--- src/rtl/tx_pingpong_sched_if.sv ---
// Payload stream, buffer write port and transmitter handshake of the
// ping-pong TX scheduler, bundled so the scheduler and its environment share one view.
interface tx_pingpong_sched_if #(
    parameter int AW = 11
);
    logic          in_valid;
    logic [7:0]    in_data;
    logic          in_ready;
    logic          buf_we;
    logic [AW-1:0] buf_wa;
    logic [7:0]    buf_wd;
    logic          idx;
    logic          txctl;
    logic [15:0]   frames_sent;
    logic [15:0]   drop_cnt;
    logic          to_err;

    modport master (
        output in_valid, in_data, txctl,
        input  in_ready, buf_we, buf_wa, buf_wd, idx, frames_sent, drop_cnt, to_err
    );

    modport slave (
        input  in_valid, in_data, txctl,
        output in_ready, buf_we, buf_wa, buf_wd, idx, frames_sent, drop_cnt, to_err
    );
endinterface

--- src/rtl/tx_pingpong_sched.sv ---
// Ping-pong payload buffer scheduler for the RGMII transmitter: fills two banks
// alternately and hands each full bank over by toggling idx, then enforces the IFG.
module tx_pingpong_sched #(
    parameter int HALF_BYTES   = 1024,
    parameter int IFG_CYCLES   = 12,
    parameter int START_TO     = 64,
    parameter bit DROP_ON_FULL = 1'b0
) (
    input  logic               clk125,
    input  logic               rst,
    tx_pingpong_sched_if.slave bus
);
    // state        | meaning
    // S_IDLE       | waiting for bank[sbank] to be FULL
    // S_WAIT_START | idx toggled, waiting for txctl rise (tcnt counts down)
    // S_SEND       | frame on the wire, waiting for txctl fall
    // S_GAP        | inter-frame gap (gcnt counts down)
    localparam int OW = $clog2(HALF_BYTES);
    localparam int TW = $clog2(START_TO + 1);
    localparam int GW = $clog2(IFG_CYCLES + 1);

    typedef enum logic [1:0] {B_FREE, B_FULL, B_SENDING} bank_t;
    typedef enum logic [1:0] {S_IDLE, S_WAIT_START, S_SEND, S_GAP} state_t;

    bank_t         bank_st [2];
    state_t        state;
    logic          wbank;
    logic          sbank;
    logic [OW-1:0] woff;
    logic [TW-1:0] tcnt;
    logic [GW-1:0] gcnt;
    logic          wr_pend;
    logic [OW:0]   wr_addr;
    logic [7:0]    wr_data;
    logic          wr_free;
    logic          accept;

    assign wr_free      = (bank_st[wbank] == B_FREE);
    assign bus.in_ready = wr_free | DROP_ON_FULL;
    assign accept       = bus.in_valid & bus.in_ready;

    always_ff @(posedge clk125) begin
        if (rst) begin
            bank_st[0]      <= B_FREE;
            bank_st[1]      <= B_FREE;
            state           <= S_IDLE;
            wbank           <= 1'b0;
            sbank           <= 1'b0;
            woff            <= '0;
            tcnt            <= '0;
            gcnt            <= '0;
            wr_pend         <= 1'b0;
            wr_addr         <= '0;
            wr_data         <= '0;
            bus.buf_we      <= 1'b0;
            bus.buf_wa      <= '0;
            bus.buf_wd      <= '0;
            bus.idx         <= 1'b1;
            bus.frames_sent <= '0;
            bus.drop_cnt    <= '0;
            bus.to_err      <= 1'b0;
        end else begin
            // Two-stage write path so the last byte's write lands with the idx toggle.
            wr_pend    <= accept & wr_free;
            bus.buf_we <= wr_pend;
            bus.buf_wa <= wr_addr;
            bus.buf_wd <= wr_data;
            if (accept && wr_free) begin
                wr_addr <= {wbank, woff};
                wr_data <= bus.in_data;
                woff    <= woff + OW'(1);
                if (&woff) begin
                    bank_st[wbank] <= B_FULL;
                    wbank          <= ~wbank;
                end
            end else if (accept && bus.drop_cnt != 16'hFFFF) begin
                bus.drop_cnt <= bus.drop_cnt + 16'd1;
            end

            case (state)
                S_IDLE: begin
                    if (bank_st[sbank] == B_FULL) begin
                        bus.idx        <= sbank;
                        bank_st[sbank] <= B_SENDING;
                        tcnt           <= TW'(START_TO - 1);
                        state          <= S_WAIT_START;
                    end
                end
                S_WAIT_START: begin
                    if (bus.txctl) begin
                        state <= S_SEND;
                    end else if (tcnt == '0) begin
                        bus.to_err     <= 1'b1;
                        bank_st[sbank] <= B_FREE;
                        sbank          <= ~sbank;
                        gcnt           <= GW'(IFG_CYCLES - 1);
                        state          <= S_GAP;
                    end else begin
                        tcnt <= tcnt - TW'(1);
                    end
                end
                S_SEND: begin
                    if (!bus.txctl) begin
                        bank_st[sbank]  <= B_FREE;
                        sbank           <= ~sbank;
                        bus.frames_sent <= bus.frames_sent + 16'd1;
                        gcnt            <= GW'(IFG_CYCLES - 1);
                        state           <= S_GAP;
                    end
                end
                S_GAP: begin
                    if (gcnt == '0) state <= S_IDLE;
                    else            gcnt  <= gcnt - GW'(1);
                end
                default: state <= S_IDLE;
            endcase
        end
    end
endmodule

--- src/flat_wrapper.sv ---
// flat-port wrapper written by rule: the top's interface ports become plain ports
module tx_pingpong_sched_flat 
#(
    parameter int HALF_BYTES   = 1024,
    parameter int IFG_CYCLES   = 12,
    parameter int START_TO     = 64,
    parameter bit DROP_ON_FULL = 1'b0
)
  (clk125, rst, bus_in_valid, bus_in_data, bus_txctl, bus_in_ready, bus_buf_we, bus_buf_wa, bus_buf_wd, bus_idx, bus_frames_sent, bus_drop_cnt, bus_to_err);
  tx_pingpong_sched_if bus_i ();
  input  logic clk125;
  input  logic rst;
  input wire logic [$bits(bus_i.in_valid)-1:0] bus_in_valid;
  input wire logic [$bits(bus_i.in_data)-1:0] bus_in_data;
  input wire logic [$bits(bus_i.txctl)-1:0] bus_txctl;
  output wire logic [$bits(bus_i.in_ready)-1:0] bus_in_ready;
  output wire logic [$bits(bus_i.buf_we)-1:0] bus_buf_we;
  output wire logic [$bits(bus_i.buf_wa)-1:0] bus_buf_wa;
  output wire logic [$bits(bus_i.buf_wd)-1:0] bus_buf_wd;
  output wire logic [$bits(bus_i.idx)-1:0] bus_idx;
  output wire logic [$bits(bus_i.frames_sent)-1:0] bus_frames_sent;
  output wire logic [$bits(bus_i.drop_cnt)-1:0] bus_drop_cnt;
  output wire logic [$bits(bus_i.to_err)-1:0] bus_to_err;
  assign bus_i.in_valid = bus_in_valid;
  assign bus_i.in_data = bus_in_data;
  assign bus_i.txctl = bus_txctl;
  assign bus_in_ready = bus_i.in_ready;
  assign bus_buf_we = bus_i.buf_we;
  assign bus_buf_wa = bus_i.buf_wa;
  assign bus_buf_wd = bus_i.buf_wd;
  assign bus_idx = bus_i.idx;
  assign bus_frames_sent = bus_i.frames_sent;
  assign bus_drop_cnt = bus_i.drop_cnt;
  assign bus_to_err = bus_i.to_err;
  tx_pingpong_sched #(.HALF_BYTES(HALF_BYTES), .IFG_CYCLES(IFG_CYCLES), .START_TO(START_TO), .DROP_ON_FULL(DROP_ON_FULL)) u_core (.clk125(clk125), .rst(rst), .bus(bus_i));
endmodule
--- config.mk ---
export PLATFORM = sky130hd
export DESIGN_NAME = tx_pingpong_sched_flat
export DESIGN_NICKNAME = d
export VERILOG_FILES = /design/src/rtl/tx_pingpong_sched_if.sv /design/src/rtl/tx_pingpong_sched.sv /design/src/flat_wrapper.sv
export SDC_FILE = /design/constraint.sdc
export NUM_CORES = 1
export LEC_CHECK = 0
export CAP_MARGIN = 20
export CORE_ASPECT_RATIO = 1.2
export CORE_MARGIN = 1.5
export CORE_UTILIZATION = 55
export DETAILED_ROUTE_END_ITERATION = 10
export PLACE_DENSITY = 0.83
export SYNTH_ARGS = -nofsm -noshare
export SYNTH_HDL_FRONTEND = slang
export SYNTH_SLANG_ARGS = --single-unit
--- constraint.sdc ---
create_clock -name clk125 -period 3.5 [get_ports clk125]
set_input_delay 0.7 -clock clk125 [delete_from_list [all_inputs] [get_ports clk125]]
set_output_delay 0.7 -clock clk125 [all_outputs]
set_load 0.02 [all_outputs]
# Yosys cells after proc, flatten, opt, wreduce, memory -nomap -nowiden
# Memories as Yosys holds them, arrays and structs flattened. A register that Yosys moved wholly into a read port is not among the register bits.
# Index checks and enable logic that the tools add are counted.
[totals]
reg_bits = 99
inputBits = 12
out_inout_bits = 55
ram_bits = 4
n_memories = 1
word_cells = 114
rom_bits = 0
latchBits = 0
[mem_list]
columns = ["name", "words", "word_bits", "read_ports", "rd_clocked_by_memory_dff", "write_ports", "line_no", "rtl"]
rows = [
  ["u_core.bank_st", 2, 2, 2, 2, 2, "tx_pingpong_sched.sv:25", "bank_t bank_st [2];"],
]
[classes]
mux = 50
n_bitwise = 8
multipliers = 0
n_addsub = 5
n_eq_ne = 13
div = 0
n_lt_le_gt_ge = 0
reduce_logical = 21
n_shift = 0
[op_table]
columns = ["cell", "n"]
rows = [
  ["$add A16 B1 Y16 const B", 2],
  ["$mux W1", 30],
  ["$mux W7", 3],
  ["$mux W2", 9],
  ["$mux W4", 4],
  ["$ne A16 B16 Y1 const B", 1],
  ["$pmux W7 S2", 1],
  ["$pmux W4 S3", 1],
  ["$reduce_and A4 Y1", 3],
  ["$reduce_and A11 Y1", 1],
  ["$add A10 B1 Y10 const B", 1],
  ["$reduce_and A10 Y1", 1],
  ["$ne A2 B2 Y1 const B", 4],
  ["$pmux W2 S4", 1],
  ["$logic_not A7 Y1", 1],
  ["$sub A7 B1 Y7 const B", 1],
  ["$ne A2 B1 Y1 const B", 3],
  ["$reduce_and A2 Y1", 3],
  ["$reduce_and A5 Y1", 1],
  ["$eq A2 B1 Y1 const B", 2],
  ["$eq A2 B2 Y1 const B", 2],
  ["$logic_not A2 Y1", 2],
  ["$logic_not A4 Y1", 1],
  ["$not A1 Y1", 4],
  ["other kinds (10)", 15],
]

# Logic depth before layout (Yosys ltp)
# Gate-level depths: netlist (run 1).
[logic_depth]
word_depth = 10
depth_mapped = 8
ltp_nobuf = 7

# Least setup slack after synthesis (run 1)
# OpenSTA, ideal clock, no wires.
[synth_path]
path_kind = "input-to-reg"
start = "in bus_txctl"
end = "mem u_core.bank_st[0][1] (netlist name), enable pin"
required_ns = 3.251
n_path_buf = 2
setup_time_ns = 0.249
arrival_time_ns = 1.647
path_stages = 7
path_slack_ns = 1.603
cell_sequence = "buf_2 > nor2b_1 > buf_2 > a311oi_1 > nand2b_1 > o21ai_1 > o21ai_1"
[synth_lines]
columns = ["item", "line_no", "rtl"]
rows = [
  ["start: declaration", "flat_wrapper.sv:15", "input wire logic [$bits(bus_i.txctl)-1:0] bus_txctl;"],
  ["end: declaration", "tx_pingpong_sched.sv:25", ""],
]

==> impl_table.tex, run 1 <==
\begin{tabular}{lr}
\hline
Metric & Value \\
\hline
\multicolumn{2}{l}{\textbf{Worst setup path}} \\
Register-to-register path setup slack & 1.48 ns \\
Reg-to-Reg End & u\_core.bank\_st[0][1]\$\_SDFFCE\_PN0P\_ \\
Worst reg-to-reg path cell count & 7 \\
Kind of start point of the critical path & flip-flop \\
Critical path data arrival time & 1.79 ns \\
Critical Path Sink Type & output port \\
Data required time at the worst endpoint & 2.80 ns \\
R2r startpoint & u\_core.state[0]\$\_SDFFE\_PP0P\_ \\
Largest fanout on the critical path & 3 \\
Critical Setup Path Class & reg2out \\
\multicolumn{2}{l}{\textbf{Floorplan}} \\
Chip height & 97.2 um \\
Number of rows created at floorplan & 34 \\
Initial core utilization & 56.6\% \\
Standard cell core area & 7190 sq um \\
Area enclosed by the die boundary & 7920 sq um \\
Horizontal die dimension & 81.5 um \\
IO Count & 67 \\
\multicolumn{2}{l}{\textbf{CTS}} \\
Count of H-tree levels built during CTS & 3 \\
Clock tree root buffer cell & sky130\_fd\_sc\_hd\_\_clkbuf\_8 \\
Post-CTS Hold Fix Bufs & 0 \\
Worst skew pair latency & 0.38 ns \\
Clock slew seen by the registers of the worst setup and hold paths & 0.11 ns \\
Setup bufs post-CTS & 0 \\
Clock buffer count from CTS & 9 \\
Sinks on the clock net & 105 \\
Clock tree from TritonCTS & done \\
Clock Path Buffers & 2 \\
Number of resized instances in the post-cts repair step & 0 \\
\multicolumn{2}{l}{\textbf{Power}} \\
Leakage power figure & 1.81 nW \\
Overall power after layout & 2.34 mW \\
Peak supply drop & 224 uV \\
PD cells & 470 nW/um\^{}2 \\
\multicolumn{2}{l}{\textbf{Logic synthesis}} \\
Post-synthesis sequential area ratio & 52.2\% \\
Synth warn & 0 \\
Instance count of the mapped netlist & 430 \\
Post-Syn Nets & 453 \\
Predominant post-synthesis flop cell & sky130\_fd\_sc\_hd\_\_dfxtp\_1 \\
Cell type with the highest aggregate area in the netlist & sky130\_fd\_sc\_hd\_\_dfxtp\_1 \\
Cell variety after synth & 51 \\
Post-synthesis average cell area & 9.46 sq um \\
Number of enable-type register cells in the synthesized netlist & 2 \\
Synth top area cells & sky130\_fd\_sc\_hd\_\_dfxtp\_1, sky130\_fd\_sc\_hd\_\_nor2b\_1, sky130\_fd\_sc\_hd\_\_nand2\_1 \\
Proportion of register bits with asynchronous set or reset after synthesis & 0\% \\
Register bit total from synthesis & 105 \\
Top-area cell type share of the netlist area & 50.7\% \\
Synth Cell Area & 4070 sq um \\
\multicolumn{2}{l}{\textbf{Global routing}} \\
First-pass GRT wire length & 13.0 mm \\
Overall global routing resource usage & 20.7\% \\
Initial antenna violation count & 0 \\
Pin count of the biggest net entering global routing & 84 \\
Number of global-route vias before repair & 2930 \\
GR Overflow Total & 0 \\
\multicolumn{2}{l}{\textbf{Finish}} \\
Ant diodes & 0 \\
Utilization of the core after routing & 69.2\% \\
Area of all sequential standard cells & 2120 sq um \\
Fraction of layout instances using a drive strength above 1 & 7.44\% \\
Net total in the final layout & 515 \\
Footprint of the multi-input gates & 1830 sq um \\
Commonest non-fill, non-tap cell in the layout & sky130\_fd\_sc\_hd\_\_dfxtp\_1 \\
Commonest cells after routing, fill and taps aside & sky130\_fd\_sc\_hd\_\_dfxtp\_1, sky130\_fd\_sc\_hd\_\_clkdlybuf4s50\_1, sky130\_fd\_sc\_hd\_\_nand2\_1 \\
Area added between synthesis and finish & 22.3\% \\
Count of filler cells inserted in the layout & 557 \\
\multicolumn{2}{l}{\textbf{Timing}} \\
Total of endpoints with negative setup slack in the final report & 0 \\
RSZ-0062 raised after global routing & no \\
Largest clock skew in the final design & 0.0127 ns \\
Achievable clock frequency & 402 MHz \\
Clock period minus final worst setup slack & 2.49 ns \\
Final Hold Viols & 0 \\
Transition time at the pin with the least slew margin & 0.809 ns \\
Worst relative slew slack & 46.1\% \\
Setup Total Neg Slack & 0 ns \\
Portion of the clock cycle consumed by the worst path in the final layout & 71.0\% \\
Final count of pins violating max slew & 0 \\
Fin worst setup slack & 1.01 ns \\
Worst slack on hold paths & 0.452 ns \\
\multicolumn{2}{l}{\textbf{Placed design}} \\
Final weighted congestion in routability-driven placement & 0.818 \\
Setup slack after placement & 0.980 ns \\
I/O Buffers & 66 \\
Sum of net half-perimeters after detailed placement & 5.15 mm \\
\multicolumn{2}{l}{\textbf{Flow run}} \\
Number of max-cap violations & 0 \\
\multicolumn{2}{l}{\textbf{Detailed routing}} \\
Post-Route WL & 7.62 mm \\
Wire length per cell & 13.0 um \\
Post-route antenna net violation count & 0 \\
Number of vias in the routed layout & 3056 \\
First-pass DRT Iterations & 4 \\
Via density per instance & 5.21 \\
Number of violations reported at the end of detailed-routing iteration 0 & 161 \\
Detailed-route DRC error count & 0 \\
\multicolumn{2}{l}{\textbf{Worst hold path}} \\
Worst hold path stage count & 1 \\
Hold worst-path end & u\_core.bus.buf\_wd[4]\$\_SDFF\_PP0\_ \\
Path category of the worst min-delay check & reg2reg \\
Worst hold start & u\_core.wr\_data[4]\$\_SDFFE\_PP0N\_ \\
\multicolumn{2}{l}{\textbf{Outcome}} \\
Outcome & finished, final reports clean \\
\hline
\end{tabular}
power breakdown:
group	internal [mW]	switching (mW)
Sequential	1.24	0.0372
Clock	0.283	0.456
Combinational	0.137	0.187
Total	1.66	0.680
worst max path at each step:
stage / start / end / slack [ns] / depth (start not counted)
finish: u_core.bank_st[1][1]$_SDFFCE_PN0P_ / bus_in_ready / 1.01 / 3
global route: u_core.bank_st[1][1]$_SDFFCE_PN0P_ / bus_in_ready / 0.95 / 3
CTS: u_core.bank_st[1][1]$_SDFFCE_PN0P_ / bus_in_ready / 1.01 / 3
detailed placement: bus_txctl / u_core.bank_st[0][1]$_SDFFCE_PN0P_ / 0.98 / 6
global placement: bus_txctl / u_core.bank_st[0][1]$_SDFFCE_PN0P_ / 1.03 / 6
floorplan: bus_txctl / u_core.bank_st[0][1]$_SDFFCE_PN0P_ / 1.60 / 7
stage by stage:
| step | area (sq um) | instances |
|---|---|---|
| floorplan | 4070 | 430 |
| global placement | 4780 | 571 |
| detailed placement | 4780 | 571 |
| CTS | 4970 | 587 |
| global route | 4970 | 587 |
| finish | 4970 | 587 |
layer usage:
metal	up-vias	track usage, %	share of wire (%)
li1	1568	-	-
met1	1406	25.4	46
met2	72	34.6	47
met3	10	3.66	5.3
met4	0	9.28	1.6
met5	-	0	0
synth_stat cells (2+ instances only):
cell type                  instances
sky130_fd_sc_hd__nor3_2            2
sky130_fd_sc_hd__nor2b_1          42
sky130_fd_sc_hd__a211oi_1          4
sky130_fd_sc_hd__and3_1            6
sky130_fd_sc_hd__inv_1            10
sky130_fd_sc_hd__a21oi_2           2
sky130_fd_sc_hd__buf_2             3
sky130_fd_sc_hd__o21ai_0           6
sky130_fd_sc_hd__mux2i_1           2
sky130_fd_sc_hd__a21oi_1          32
sky130_fd_sc_hd__xor2_1           18
sky130_fd_sc_hd__or3_1             5
sky130_fd_sc_hd__nand2_1          53
sky130_fd_sc_hd__o21ai_1           5
sky130_fd_sc_hd__edfxtp_1          2
sky130_fd_sc_hd__and4_1            2
sky130_fd_sc_hd__dfxtp_1         103
sky130_fd_sc_hd__nor4_4            2
sky130_fd_sc_hd__ha_1             11
sky130_fd_sc_hd__a211oi_2          2
sky130_fd_sc_hd__nor3_1            4
sky130_fd_sc_hd__nand3b_1          2
sky130_fd_sc_hd__xnor2_1           9
sky130_fd_sc_hd__a31oi_1           2
sky130_fd_sc_hd__nor2_1           38
sky130_fd_sc_hd__nand4_1          10
sky130_fd_sc_hd__nand3_1           9
sky130_fd_sc_hd__nand2b_1          7
sky130_fd_sc_hd__o21a_1            2
sky130_fd_sc_hd__clkbuf_1         14
state kept, by name, summed over array words and instances, names as in the netlist, named ones only:
signal	flops
u_core.bank_st	4
u_core.bus.buf_wa	11
u_core.bus.buf_wd	8
u_core.bus.buf_we	1
u_core.bus.drop_cnt	16
u_core.bus.frames_sent	16
u_core.bus.idx	1
u_core.bus.to_err	1
u_core.gcnt	4
u_core.sbank	1
u_core.state	2
u_core.tcnt	7
u_core.wbank	1
u_core.woff	10
u_core.wr_addr	11
u_core.wr_data	8
u_core.wr_pend	1
critical path, cell delays in order (launching register included):
cell and delay (ns):
sky130_fd_sc_hd__edfxtp_1 0.41, sky130_fd_sc_hd__nor3b_2 0.24, sky130_fd_sc_hd__or2_2 0.15, sky130_fd_sc_hd__clkdlybuf4s50_1 0.61
kinds of logic after synthesis:
kind of cell / after synthesis / share of synthesized area (%)
adders and majority gates: 11 / 3.38
AOI/OAI and AO/OA: 66 / 10.4
xor gates and xnor gates: 27 / 5.82
DFF: 105 / 52.2
muxes: 2 / 0.492
and+or+nand+nor: 191 / 25.0
buffers and inverters: 28 / 2.77
cell type report:
| cell class | count | area share, % |
|---|---|---|
| clock inverters | 7 | 1.38 |
| well taps | 90 | 2.26 |
| flip-flops and latches | 105 | 42.7 |
| repair buffers | 69 | 13.6 |
| inverters | 10 | 0.755 |
| multi-input cells | 297 | 36.8 |
| clock buffers | 9 | 2.49 |
Power figures use the tool's default switching activity.
==> run 2: changes to the inputs <==
CORE_UTILIZATION = 47   (was 55)
PLACE_DENSITY = 0.76   (was 0.83)
clock period = 2.2 ns   (was 3.5 ns; I/O delays follow)
==> run 2 against run 1 <==
Compared with the run above: hold slack worse by 0.12 ns; non-clock buffer count rose by 4; highest routed layer unchanged; clock skew is 0.0026 ns higher; die area increased by 16%; first-iteration DRC count down 19%; via count is 0.43% higher; cell count up 5.3%; wire length shrank 0.80%; register-to-register slack got worse by 1.3 ns; critical path type unchanged.
==> impl_table.tex, run 2 (same netlist as run 1, synthesis figures left out) <==
\begin{tabular}{lr}
\hline
Metric & Value \\
\hline
\multicolumn{2}{l}{\textbf{Outcome}} \\
Outcome & finished, final reports clean \\
\multicolumn{2}{l}{\textbf{Global routing}} \\
Met2 Resource Use GR & 28.2\% (-6.4 points) \\
Overall global routing resource usage & 17.5\% (-3.2 points) \\
First-pass GRT wire length & 12.9 mm (-0.32\%) \\
Most congested layer reported by global routing & met2 \\
GR Layer Usage met1 & 22.1\% (-3.3 points) \\
Initial antenna violation count & 0 (unchanged) \\
GR Util met3 & 3.40\% (-0.27 points) \\
GR Overflow Total & 0 (unchanged) \\
Number of global-route vias before repair & 2895 (-1.2\%) \\
Pin count of the biggest net entering global routing & 72 (-14\%) \\
\multicolumn{2}{l}{\textbf{Finish}} \\
Commonest non-fill, non-tap cell in the layout & sky130\_fd\_sc\_hd\_\_dfxtp\_1 \\
Footprint of the multi-input gates & 1840 sq um (+0.20\%) \\
Finished Cell Area & 5070 sq um (+1.9\%) \\
Net total in the final layout & 519 (+0.78\%) \\
Ant diodes & 0 (unchanged) \\
Area added between synthesis and finish & 24.6\% \\
Commonest cells after routing, fill and taps aside & sky130\_fd\_sc\_hd\_\_dfxtp\_1, sky130\_fd\_sc\_hd\_\_clkdlybuf4s50\_1, sky130\_fd\_sc\_hd\_\_nand2\_1 \\
Count of filler cells inserted in the layout & 727 (+31\%) \\
Largest registers & u\_core.bus.drop\_cnt x16, u\_core.bus.frames\_sent x16 \\
Area of all sequential standard cells & 2120 sq um (unchanged) \\
Fraction of layout instances using a drive strength above 1 & 8.38\% (+0.94 points) \\
\multicolumn{2}{l}{\textbf{Worst hold path}} \\
Path category of the worst min-delay check & in2reg \\
\multicolumn{2}{l}{\textbf{Worst setup path}} \\
Crit-path slowest cell & sky130\_fd\_sc\_hd\_\_edfxtp\_1 \\
Crit path max-delay family & simple AND/OR/NAND/NOR gates \\
Critical Setup Path Class & reg2out \\
Largest fanout on the critical path & 3 (unchanged) \\
Critical path data arrival time & 1.57 ns (-0.22 ns) \\
Critical Path Sink Type & output port \\
Crit path largest cell delay & 0.42 ns (-0.19 ns) \\
Number of buffers and inverters on the critical path & 1 (unchanged) \\
Kind of start point of the critical path & flip-flop \\
Data required time at the worst endpoint & 1.76 ns (-1.04 ns) \\
CP cell instances & nor3b\_2, or2\_2, dlygate4sd2\_1 \\
\multicolumn{2}{l}{\textbf{Detailed routing}} \\
Number of vias in the routed layout & 3069 (+0.43\%) \\
Post-Route WL & 7.56 mm (-0.80\%) \\
Wire length per cell & 12.2 um (-5.8\%) \\
Post-route antenna net violation count & 0 (unchanged) \\
Detailed-route DRC error count & 0 (unchanged) \\
First-pass DRT Iterations & 6 (+2) \\
Number of violations reported at the end of detailed-routing iteration 0 & 131 (-19\%) \\
Via density per instance & 4.97 (-4.6\%) \\
\multicolumn{2}{l}{\textbf{Timing}} \\
Final count of pins violating max slew & 0 (unchanged) \\
RSZ-0062 raised after global routing & no \\
Portion of the clock cycle consumed by the worst path in the final layout & 91.3\% \\
Worst relative slew slack & 54.8\% (+8.7 points) \\
Total of endpoints with negative setup slack in the final report & 0 (unchanged) \\
Clock period minus final worst setup slack & 2.01 ns \\
Achievable clock frequency & 498 MHz \\
Setup Total Neg Slack & 0 ns (unchanged) \\
Worst slack on hold paths & 0.328 ns (-0.125 ns) \\
Transition time at the pin with the least slew margin & 0.678 ns (-0.131 ns) \\
Fin worst setup slack & 0.191 ns (-0.824 ns) \\
Largest clock skew in the final design & 0.0154 ns (+0.00263 ns) \\
Final Hold Viols & 0 (unchanged) \\
\multicolumn{2}{l}{\textbf{Floorplan}} \\
Initial core utilization & 48.0\% (-8.6 points) \\
Area enclosed by the die boundary & 9220 sq um (+16\%) \\
Standard cell core area & 8470 sq um (+18\%) \\
Chip height & 105 um (+7.9\%) \\
IO Count & 67 (unchanged) \\
Horizontal die dimension & 87.9 um (+7.9\%) \\
Number of rows created at floorplan & 37 (+8.8\%) \\
\multicolumn{2}{l}{\textbf{Placed design}} \\
I/O Buffers & 66 (unchanged) \\
Sum of net half-perimeters after detailed placement & 5.24 mm (+1.9\%) \\
Final weighted congestion in routability-driven placement & 0.807 (-1.3\%) \\
Cell area after placement & 4850 sq um (+1.5\%) \\
Setup slack after placement & 0.00198 ns (-0.978 ns) \\
\multicolumn{2}{l}{\textbf{CTS}} \\
Clock buffer count from CTS & 9 (unchanged) \\
Clock tree from TritonCTS & done \\
Setup bufs post-CTS & 0 (unchanged) \\
Clock Path Buffers & 2 (unchanged) \\
Count of H-tree levels built during CTS & 3 (unchanged) \\
Clock slew seen by the registers of the worst setup and hold paths & 0.11 ns (about the same) \\
Sinks on the clock net & 105 (unchanged) \\
Post-CTS Hold Fix Bufs & 0 (unchanged) \\
Clock tree root buffer cell & sky130\_fd\_sc\_hd\_\_clkbuf\_8 \\
Worst skew pair latency & 0.37 ns (about the same) \\
Number of resized instances in the post-cts repair step & 1 (+1) \\
\multicolumn{2}{l}{\textbf{Power}} \\
Leakage power figure & 1.84 nW (+1.7\%) \\
PD cells & 753 nW/um\^{}2 (+60\%) \\
Peak supply drop & 330 uV (+47\%) \\
\multicolumn{2}{l}{\textbf{Flow run}} \\
Number of max-cap violations & 0 (unchanged) \\
\hline
\end{tabular}
==> run 2: final timing paths <==
check,startpoint,end,slack [ns],cells after the start
setup / recovery,u_core.bank_st[1][1]$_SDFFCE_PN0P_,bus_in_ready,0.19,3
hold / removal,rst,flip-flop,0.33,2
setup reg to reg,u_core.state[1]$_SDFFE_PP0P_,u_core.bank_st[0][1]$_SDFFCE_PN0P_,0.22,7
hold reg to reg,u_core.wr_pend$_SDFF_PP0_,u_core.bus.buf_we$_SDFF_PP0_,0.45,1
==> run 2: metrics by stage <==
stage	cells	utilization (%)	power, mW
3_3_place_gp	602	57.3	2.57
5_1_grt	618	59.8	3.99
2_1_floorplan	430	-	2.46
3_5_place_dp	602	57.3	2.60
4_1_cts	618	59.8	3.85
6_report	618	59.8	3.82
==> run 2: routing by layer <==
layer  vias up  wire length (um)
met5         -                 0
met4         0               170
met3        13               320
met2        74              3550
met1      1414              3510
li1       1568                 -
==> run 2: cell type report <==
| cell class | count | area share [%] |
|---|---|---|
| clock inverters | 7 | 1.83 |
| well taps | 117 | 2.89 |
| inverters | 10 | 0.741 |
| clock buffers | 9 | 2.44 |
| multi-input cells | 297 | 36.2 |
| flip-flops and latches | 105 | 41.9 |
| repair buffers | 73 | 14.0 |
==> run 2: power breakdown <==
part | switching (mW) | internal, mW | leakage (nW) | total, mW
registers | 0.0589 | 1.97 | 0.852 | 2.03
logic | 0.301 | 0.221 | 0.879 | 0.522
clock network | 0.704 | 0.558 | 0.109 | 1.26
total | 1.06 | 2.75 | 1.84 | 3.82
